[src/rtl/cassette_recorder.sv]
// Oric cassette record path: measures rising-edge periods on the tape output,
// decodes 1/0 bits, frames start/8 data/odd parity/stop and writes bytes to the tape cache.
module cassette_recorder #(
  parameter int AW         = 16,
  parameter int MIN_PERIOD = 2400,
  parameter int SHORT_MAX  = 14976,
  parameter int TIMEOUT    = 48000
) (
  input  logic          clk,
  input  logic          reset,
  input  logic          en,
  input  logic          rewind,
  input  logic          tape_in,
  output logic          wr,
  output logic [AW-1:0] addr,
  output logic [7:0]    dout,
  output logic [AW:0]   tape_end,
  output logic          parity_err,
  output logic          full
);

  localparam int CW = $clog2(TIMEOUT + 1);

  typedef enum logic [2:0] {IDLE, HUNT, DATA, PARITY, STOP} state_t;

  state_t        state_q, state_d;
  logic          sync1_q, sync1_d;
  logic          sync2_q, sync2_d;
  logic          edge_q, edge_d;
  logic [CW-1:0] cnt_q, cnt_d;
  logic [2:0]    bit_idx_q, bit_idx_d;
  logic [7:0]    shift_q, shift_d;
  logic          wr_q, wr_d;
  logic [AW-1:0] addr_q, addr_d;
  logic [7:0]    dout_q, dout_d;
  logic [AW:0]   tape_end_q, tape_end_d;
  logic          perr_q, perr_d;
  logic          full_q, full_d;

  logic rise, timed_out, accept, bit_val;

  always_comb begin
    rise      = sync2_q & ~edge_q;
    timed_out = (cnt_q == CW'(TIMEOUT));
    // The very first edge only starts timing, so no glitch filter applies in IDLE.
    accept    = rise && ((state_q == IDLE) || (cnt_q >= CW'(MIN_PERIOD)));
    bit_val   = (cnt_q <= CW'(SHORT_MAX));

    sync1_d    = tape_in;
    sync2_d    = sync1_q;
    edge_d     = sync2_q;
    state_d    = state_q;
    cnt_d      = timed_out ? cnt_q : cnt_q + CW'(1);
    bit_idx_d  = bit_idx_q;
    shift_d    = shift_q;
    wr_d       = 1'b0;
    addr_d     = addr_q;
    dout_d     = dout_q;
    tape_end_d = tape_end_q + {{AW{1'b0}}, wr_q};
    perr_d     = perr_q;
    full_d     = full_q;

    if (!en) begin
      state_d = IDLE;
    end else if (timed_out && (state_q != IDLE)) begin
      state_d = IDLE;
    end else if (accept) begin
      cnt_d = CW'(1);
      unique case (state_q)
        IDLE: state_d = HUNT;
        HUNT: begin
          if (!bit_val) begin
            state_d   = DATA;
            bit_idx_d = 3'd0;
          end
        end
        DATA: begin
          shift_d   = {bit_val, shift_q[7:1]};
          bit_idx_d = bit_idx_q + 3'd1;
          if (bit_idx_q == 3'd7) state_d = PARITY;
        end
        PARITY: begin
          state_d = STOP;
          if (!(^{shift_q, bit_val})) perr_d = 1'b1;
          if (!full_q) begin
            wr_d   = 1'b1;
            addr_d = tape_end_q[AW-1:0];
            dout_d = shift_q;
          end
        end
        STOP: state_d = HUNT;
        default: state_d = IDLE;
      endcase
    end

    if (tape_end_d[AW]) full_d = 1'b1;

    // Rewind wins over everything, including a write decided this cycle.
    if (rewind) begin
      state_d    = IDLE;
      wr_d       = 1'b0;
      addr_d     = '0;
      tape_end_d = '0;
      perr_d     = 1'b0;
      full_d     = 1'b0;
    end
  end

  always_ff @(posedge clk or posedge reset) begin
    if (reset) begin
      state_q    <= IDLE;
      sync1_q    <= 1'b0;
      sync2_q    <= 1'b0;
      edge_q     <= 1'b0;
      cnt_q      <= '0;
      bit_idx_q  <= '0;
      shift_q    <= '0;
      wr_q       <= 1'b0;
      addr_q     <= '0;
      dout_q     <= '0;
      tape_end_q <= '0;
      perr_q     <= 1'b0;
      full_q     <= 1'b0;
    end else begin
      state_q    <= state_d;
      sync1_q    <= sync1_d;
      sync2_q    <= sync2_d;
      edge_q     <= edge_d;
      cnt_q      <= cnt_d;
      bit_idx_q  <= bit_idx_d;
      shift_q    <= shift_d;
      wr_q       <= wr_d;
      addr_q     <= addr_d;
      dout_q     <= dout_d;
      tape_end_q <= tape_end_d;
      perr_q     <= perr_d;
      full_q     <= full_d;
    end
  end

  assign wr         = wr_q;
  assign addr       = addr_q;
  assign dout       = dout_q;
  assign tape_end   = tape_end_q;
  assign parity_err = perr_q;
  assign full       = full_q;

endmodule

[config.mk]
export PLATFORM = sky130hd
export DESIGN_NAME = cassette_recorder
export DESIGN_NICKNAME = d
export VERILOG_FILES = /design/src/rtl/cassette_recorder.sv
export SDC_FILE = /design/constraint.sdc
export NUM_CORES = 1
export LEC_CHECK = 0
export CELL_PAD_IN_SITES_DETAIL_PLACEMENT = 1
export CELL_PAD_IN_SITES_GLOBAL_PLACEMENT = 1
export CORE_MARGIN = 8
export CORE_UTILIZATION = 39
export CTS_BUF_LIST = sky130_fd_sc_hd__clkbuf_16
export CTS_CLUSTER_SIZE = 28
export DETAILED_ROUTE_END_ITERATION = 10
export PLACE_DENSITY = 0.75
export SLEW_MARGIN = 20
export SYNTH_ARGS = -nofsm -noshare
export SYNTH_HDL_FRONTEND = slang
export SYNTH_SLANG_ARGS = --single-unit
[constraint.sdc]
create_clock -name clk -period 2.4 [get_ports clk]
set_input_delay 0.6 -clock clk [delete_from_list [all_inputs] [get_ports clk]]
set_output_delay 0.6 -clock clk [all_outputs]
set_load 0.02 [all_outputs]
=== Yosys cells after proc, flatten, opt, wreduce, memory -nomap -nowiden ===
Cells that the tools add are included.

* Bits in registers: 77
* Bits of input ports: 5
* Output and inout port bits: 44
* Logic and storage cells: 87

* $add $sub $neg: 3
* Order comparisons: 2
* Eq/ne operators: 13
* Multiplexer cells: 34
* Bitwise gates (word level): 4
* Reduce and logical (&&, ||, !) cells: 18

{| class="wikitable"
|+ Operators with widths
! operator !! count
|-
| 2-to-1 mux 16 bit || 10
|-
| 2-to-1 mux 3 bit || 7
|-
| AND reduction 5 bit || 4
|-
| adder 17 x 1 -> 17 bit || 1
|-
| 2-to-1 mux 17 bit || 1
|-
| adder 16 x 1 -> 16 bit, second input constant || 1
|-
| == test 16 bit, second input constant || 1
|-
| greater-or-equal comparator 16 x 12 -> 1 bit, second input constant || 1
|-
| less-or-equal comparator 16 x 14 -> 1 bit, second input constant || 1
|-
| 2-to-1 mux 1 bit || 14
|-
| case mux 3 bit (4 select lines) || 1
|-
| inequality test 5 bit, second input constant || 2
|-
| nonzero test 2 bit || 5
|-
| parity 9 bit || 1
|-
| inequality test 2 bit, second input constant || 4
|-
| == test 3 x 2 -> 1 bit, second input constant || 2
|-
| == test 3 bit, second input constant || 2
|-
| case mux 3 bit (2 select lines) || 1
|-
| inequality test 4 x 1 -> 1 bit, second input constant || 1
|-
| AND reduction 4 bit || 1
|-
| adder 3 x 1 -> 3 bit, second input constant || 1
|-
| == test 3 x 1 -> 1 bit, second input constant || 1
|-
| zero test 3 bit || 1
|-
| inverter 1 bit || 3
|-
| 6 further kinds || 7
|}

=== Longest topological paths before layout ===
* Depth in word-level cells: 8
* Gate-level depth with buffers: 9
* Depth with buffers taken out: 7

=== Worst setup path after synthesis ===
OpenSTA, ideal clock, no wires.

* Path type: flip-flop to flip-flop
* From: reg cnt_q[12]
* To: reg dout_q[0] (netlist: dout[0])
* Setup time: 0.125 ns
* Data arrival time: 2.184 ns
* Data required time: 2.275 ns
* Slack: 0.090 ns
* Stages on the path, launching flop included: 8
* Buffers on the path: 2
* Period minus slack after synthesis: 2.310 ns
* Path through: dfrtp_1 or4_4 a2111oi_4 nor2_2 and4_4 buf_6 buf_6 mux2_4

* Cells in the longest elaborated chain, start to end: 4
* Elaborated cells between the ends (all ways): 7
* Classes of those cells: 1 x order compare; 1 x eq/ne; 1 x bitwise; 4 x reduce/logical

{| class="wikitable"
|+ Ends and longest elaborated chain
! item !! RTL line !! source
|-
| from (decl) || 30 || <nowiki>logic [CW-1:0] cnt_q, cnt_d;</nowiki>
|-
| from (signal assigned) || 129 || <nowiki>cnt_q <= cnt_d;</nowiki>
|-
| greater-or-equal comparator 16 x 12 -> 1 bit or == test 16 bit (tied branches) || 46, 44 ||
|-
| logical OR 1 bit or logical AND 1 bit (tied branches) || 46, 65 ||
|-
| logical AND 1 bit or inverter 1 bit (tied branches) || - ||
|-
| AND reduction 5 bit (no source line) * || - ||
|-
| to (signal assigned) || 134 || <nowiki>dout_q <= dout_d;</nowiki>
|-
| to (decl) || 35 || <nowiki>logic [7:0] dout_q, dout_d;</nowiki>
|}

Mark *: on every way between the ends. The rest lies on a longest branch, timed or not.
A chain may end at the register's enable or synchronous reset.

=== Worst setup path in the final report ===
* From: reg cnt_q[12]
* To: reg shift_q[1]

* Cells in the longest elaborated chain, start to end: 4
* Elaborated cells between the ends (all ways): 7
* Classes of those cells: 1 x order compare; 1 x eq/ne; 1 x bitwise; 4 x reduce/logical

{| class="wikitable"
|+ Ends and longest elaborated chain
! item !! RTL line !! source
|-
| greater-or-equal comparator 16 x 12 -> 1 bit or == test 16 bit (tied branches) || 46, 44 ||
|-
| logical OR 1 bit or logical AND 1 bit (tied branches) || 46, 65 ||
|-
| logical AND 1 bit or inverter 1 bit (tied branches) || - ||
|-
| AND reduction 4 bit (no source line) * || - ||
|-
| to (signal assigned) || 131 || <nowiki>shift_q <= shift_d;</nowiki>
|-
| to (decl) || 32 || <nowiki>logic [7:0] shift_q, shift_d;</nowiki>
|}

Marked as above.

==> metrics.md <==
| Metric | Value |
|---|---|
| Clk_lat worst skew | 0.33 ns |
| F_max | 439 MHz |
| Minimum clock period | 2.28 ns |
| Ys Warns | 0 |
| WP data arrival | 2.49 ns |
| Most common cell after layout, fill and taps aside | dfrtp_1 |
| Actual slew at the worst max-slew pin | 0.795 ns |
| CP Capture Type | register |
| FILL cells | 1020 |
| Mapped Nets | 363 |
| Setup violations, final | 0 |
| Slew Viols, Final | 0 |
| Io pins | 49 |
| Multi-input gate area | 0.00165 mm² |
| Mapped Avg Cell Area | 10.5 µm² |
| Critical path class | register to register |
| Top cell type's share of synthesized area | 51.9% |
| Detailed Place HPWL | 6680 µm |
| Port-buffer cells | 48 |
| Maximum VDD drop | 0.339 mV |
| Crit path max fanout | 11 |
| Drt pass-1 iters | 4 |
| Clock share of power | 43.4% |
| PnR Total Power | 2830 µW |
| Power per cell area | 602 mW/mm² |
| NetSw | 719 µW |
| Core footprint | 0.00924 mm² |
| TritonCTS Buffers | 9 |
| Cell Count, Final, Fillers Out | 546 |
| DR DRC count | 0 |
| Core Util, Final | 50.8% |
| Synth top area cells | dfrtp_1 52%, nand2_1 4.8%, xnor2_1 4.7% |
| Internal power | 2110 µW |
| Unrepaired setup endpoints after global routing | no |
| Status | complete, no violations |
| Final WL | 9250 µm |
| Sequential-to-total area share from yosys stat | 51.9% |
| Grt ovf | 0 |
| Global-route wire length before repair | 15700 µm |
| Final hold viol count | 0 |
| Die W | 114 µm |
| Flops & latches, synth | 77 |
| Post-route cell area | 0.00470 mm² |
| Synth Instances | 352 |
| CTS max path bufs | 2 |
| Post-CTS sizing | 0 |
| Die area | 0.0129 mm² |
| Vias in the first global route | 3082 |
| Clk sinks | 77 |
| ANT cells | 0 |
| Combinational share of power | 6.9% |
| Rel. slew slack | 46.5% |
| Dpl cell area | 0.00443 mm² |
| Clock skew | 0.00666 ns |
| Placed insts | 530 |
| TNS Setup | 0 ns |
| Routability cong. | 0.793 |
| Sw Ratio | 25.5% |
| Layout net count | 423 |
| Max Cap Violations | 0 |
| Standard-cell rows | 35 |
| FF+latch area | 0.00193 mm² |
| Startpoint types | register |
| Via density | 5.15 |
| Hold Crit Class | register to register |
| Mapped cell area | 0.00371 mm² |
| WL/cell | 16.9 µm |
| Largest net degree at the start of global routing | 44 |
| Initial core utilization | 40.2% |
| Most frequent cells in the layout | 77 x dfrtp_1, 48 x clkdlybuf4s50_1, 47 x nand2_1, 34 x nor2_1, 20 x xnor2_1 |
| CTS clock-pin slew for the worst setup and hold paths | 0.06 ns |
| CTS H-tree depth | 3 |
| Root Buffer | clkbuf_16 |
| Hold buffer count at CTS | 0 |
| Final period util | 94.9% |
| P_leak | 0.00200 µW |
| Count of cell types in the netlist | 50 |
| Worst path required time | 2.61 ns |
| Initial antenna violation count | 0 |
| Post-synth top area cell | dfrtp_1 |
| # Post-CTS Setup Buffers | 0 |
| Layout cells sized above 1 | 12.7% |
| CTS tree | done |
| DIE HEIGHT | 114 µm |
| Final ANT Viol Nets | 0 |
| Register share of total power | 49.7% |
| Layout overhead on the synthesized area | 26.6% |
| Initial drt markers | 89 |
| GRT Resource Usage Total | 15.3% |
| Vias | 2814 |
metal layers:
metal	wire [µm]	vias up	global-route usage, %
li1	-	1323	-
met1	4100	1427	18.3
met2	4620	49	25.7
met3	381	15	4.23
met4	149	0	5.77
met5	0	-	0
layout make-up:
cell class	instances	area share (%)
inverter	18	1.52
multi-input combinational	244	35.1
sequential	77	41.0
tap	129	3.44
clock inverter	7	0.879
timing repair buffer	62	13.3
clock buffer	9	4.79
cell families after synthesis:
group	after synthesis	share of synthesized area, %
simple gates	139	17.9
flops	77	51.9
compound gates	33	6.91
xor+xnor	33	7.79
mux	33	9.74
buf+inv	31	3.67
fa+ha+maj	6	2.02
metrics by stage:
| stage | setup WS (ns) | hold slack (ns) |
|---|---|---|
| 2_1_floorplan | 0.0904 | 0.331 |
| 5_1_grt | 0.0646 | 0.380 |
| 6_report | 0.122 | 0.354 |
| 3_5_place_dp | 0.0706 | 0.347 |
| 3_3_place_gp | 0.162 | 0.334 |
| 4_1_cts | 0.0525 | 0.358 |
Yosys cell counts, drive strengths merged:
cell      n
ha        6
nand3    14
nor3b     1
xnor2    20
nand3b    3
mux2     16
nor2     35
nor2b     3
o21a      1
and2      2
nor4      2
o311ai    1
a2111oi   2
a21oi     7
o21ai     6
nor4b     2
o32ai     1
o31ai     2
nand4     7
inv      17
dfrtp    77
xor2     13
clkinv    1
or3b      1
nor3      8
clkbuf    8
or2       2
buf       5
mux2i    17
a21o      3
nand2    47
and3      3
o211a     1
or3       5
a32o      1
a211oi    1
o2111ai   1
o221ai    2
and4      2
or4       2
o211ai    3
a2bb2oi   1
sequential cells by signal, indices dropped and copies added, names as in the netlist:
name,flops
cnt_q,16
wr,1
edge_d,1
addr,16
bit_idx_q,3
parity_err,1
dout,8
state_q,3
shift_q,8
sync1_q,1
edge_q,1
tape_end,17
full,1
worst paths after layout:
check | from | to | slack [ns] | cells past startpoint
min reg2reg | sync1_q | edge_d | 0.35 | 0
max in group asynchronous | reset | tape_end[7] | 1.23 | 3
max | cnt_q[12] | shift_q[1] | 0.12 | 6
max reg2reg | cnt_q[12] | shift_q[1] | 0.12 | 6
min in group asynchronous | reset | shift_q[3] | 0.58 | 2
min | sync1_q | edge_d | 0.35 | 0
worst max-delay path, cell delays in order (launching register included):
cell and delay (ns):
dfrtp_1 0.43, or4_4 0.58, a2111oi_4 0.34, nor2_2 0.15
nand4_1 0.16, buf_12 0.15, mux2_2 0.34
power groups by stage:
stage          Sequential [µW]  Combinational (µW)  Clock [µW]
2_1_floorplan             1410                 138           0
3_3_place_gp              1420                 186           0
3_5_place_dp              1430                 196           0
4_1_cts                   1400                 198        1250
5_1_grt                   1410                 223        1310
6_report                  1400                 194        1230
(Power assumes the default switching activity.)
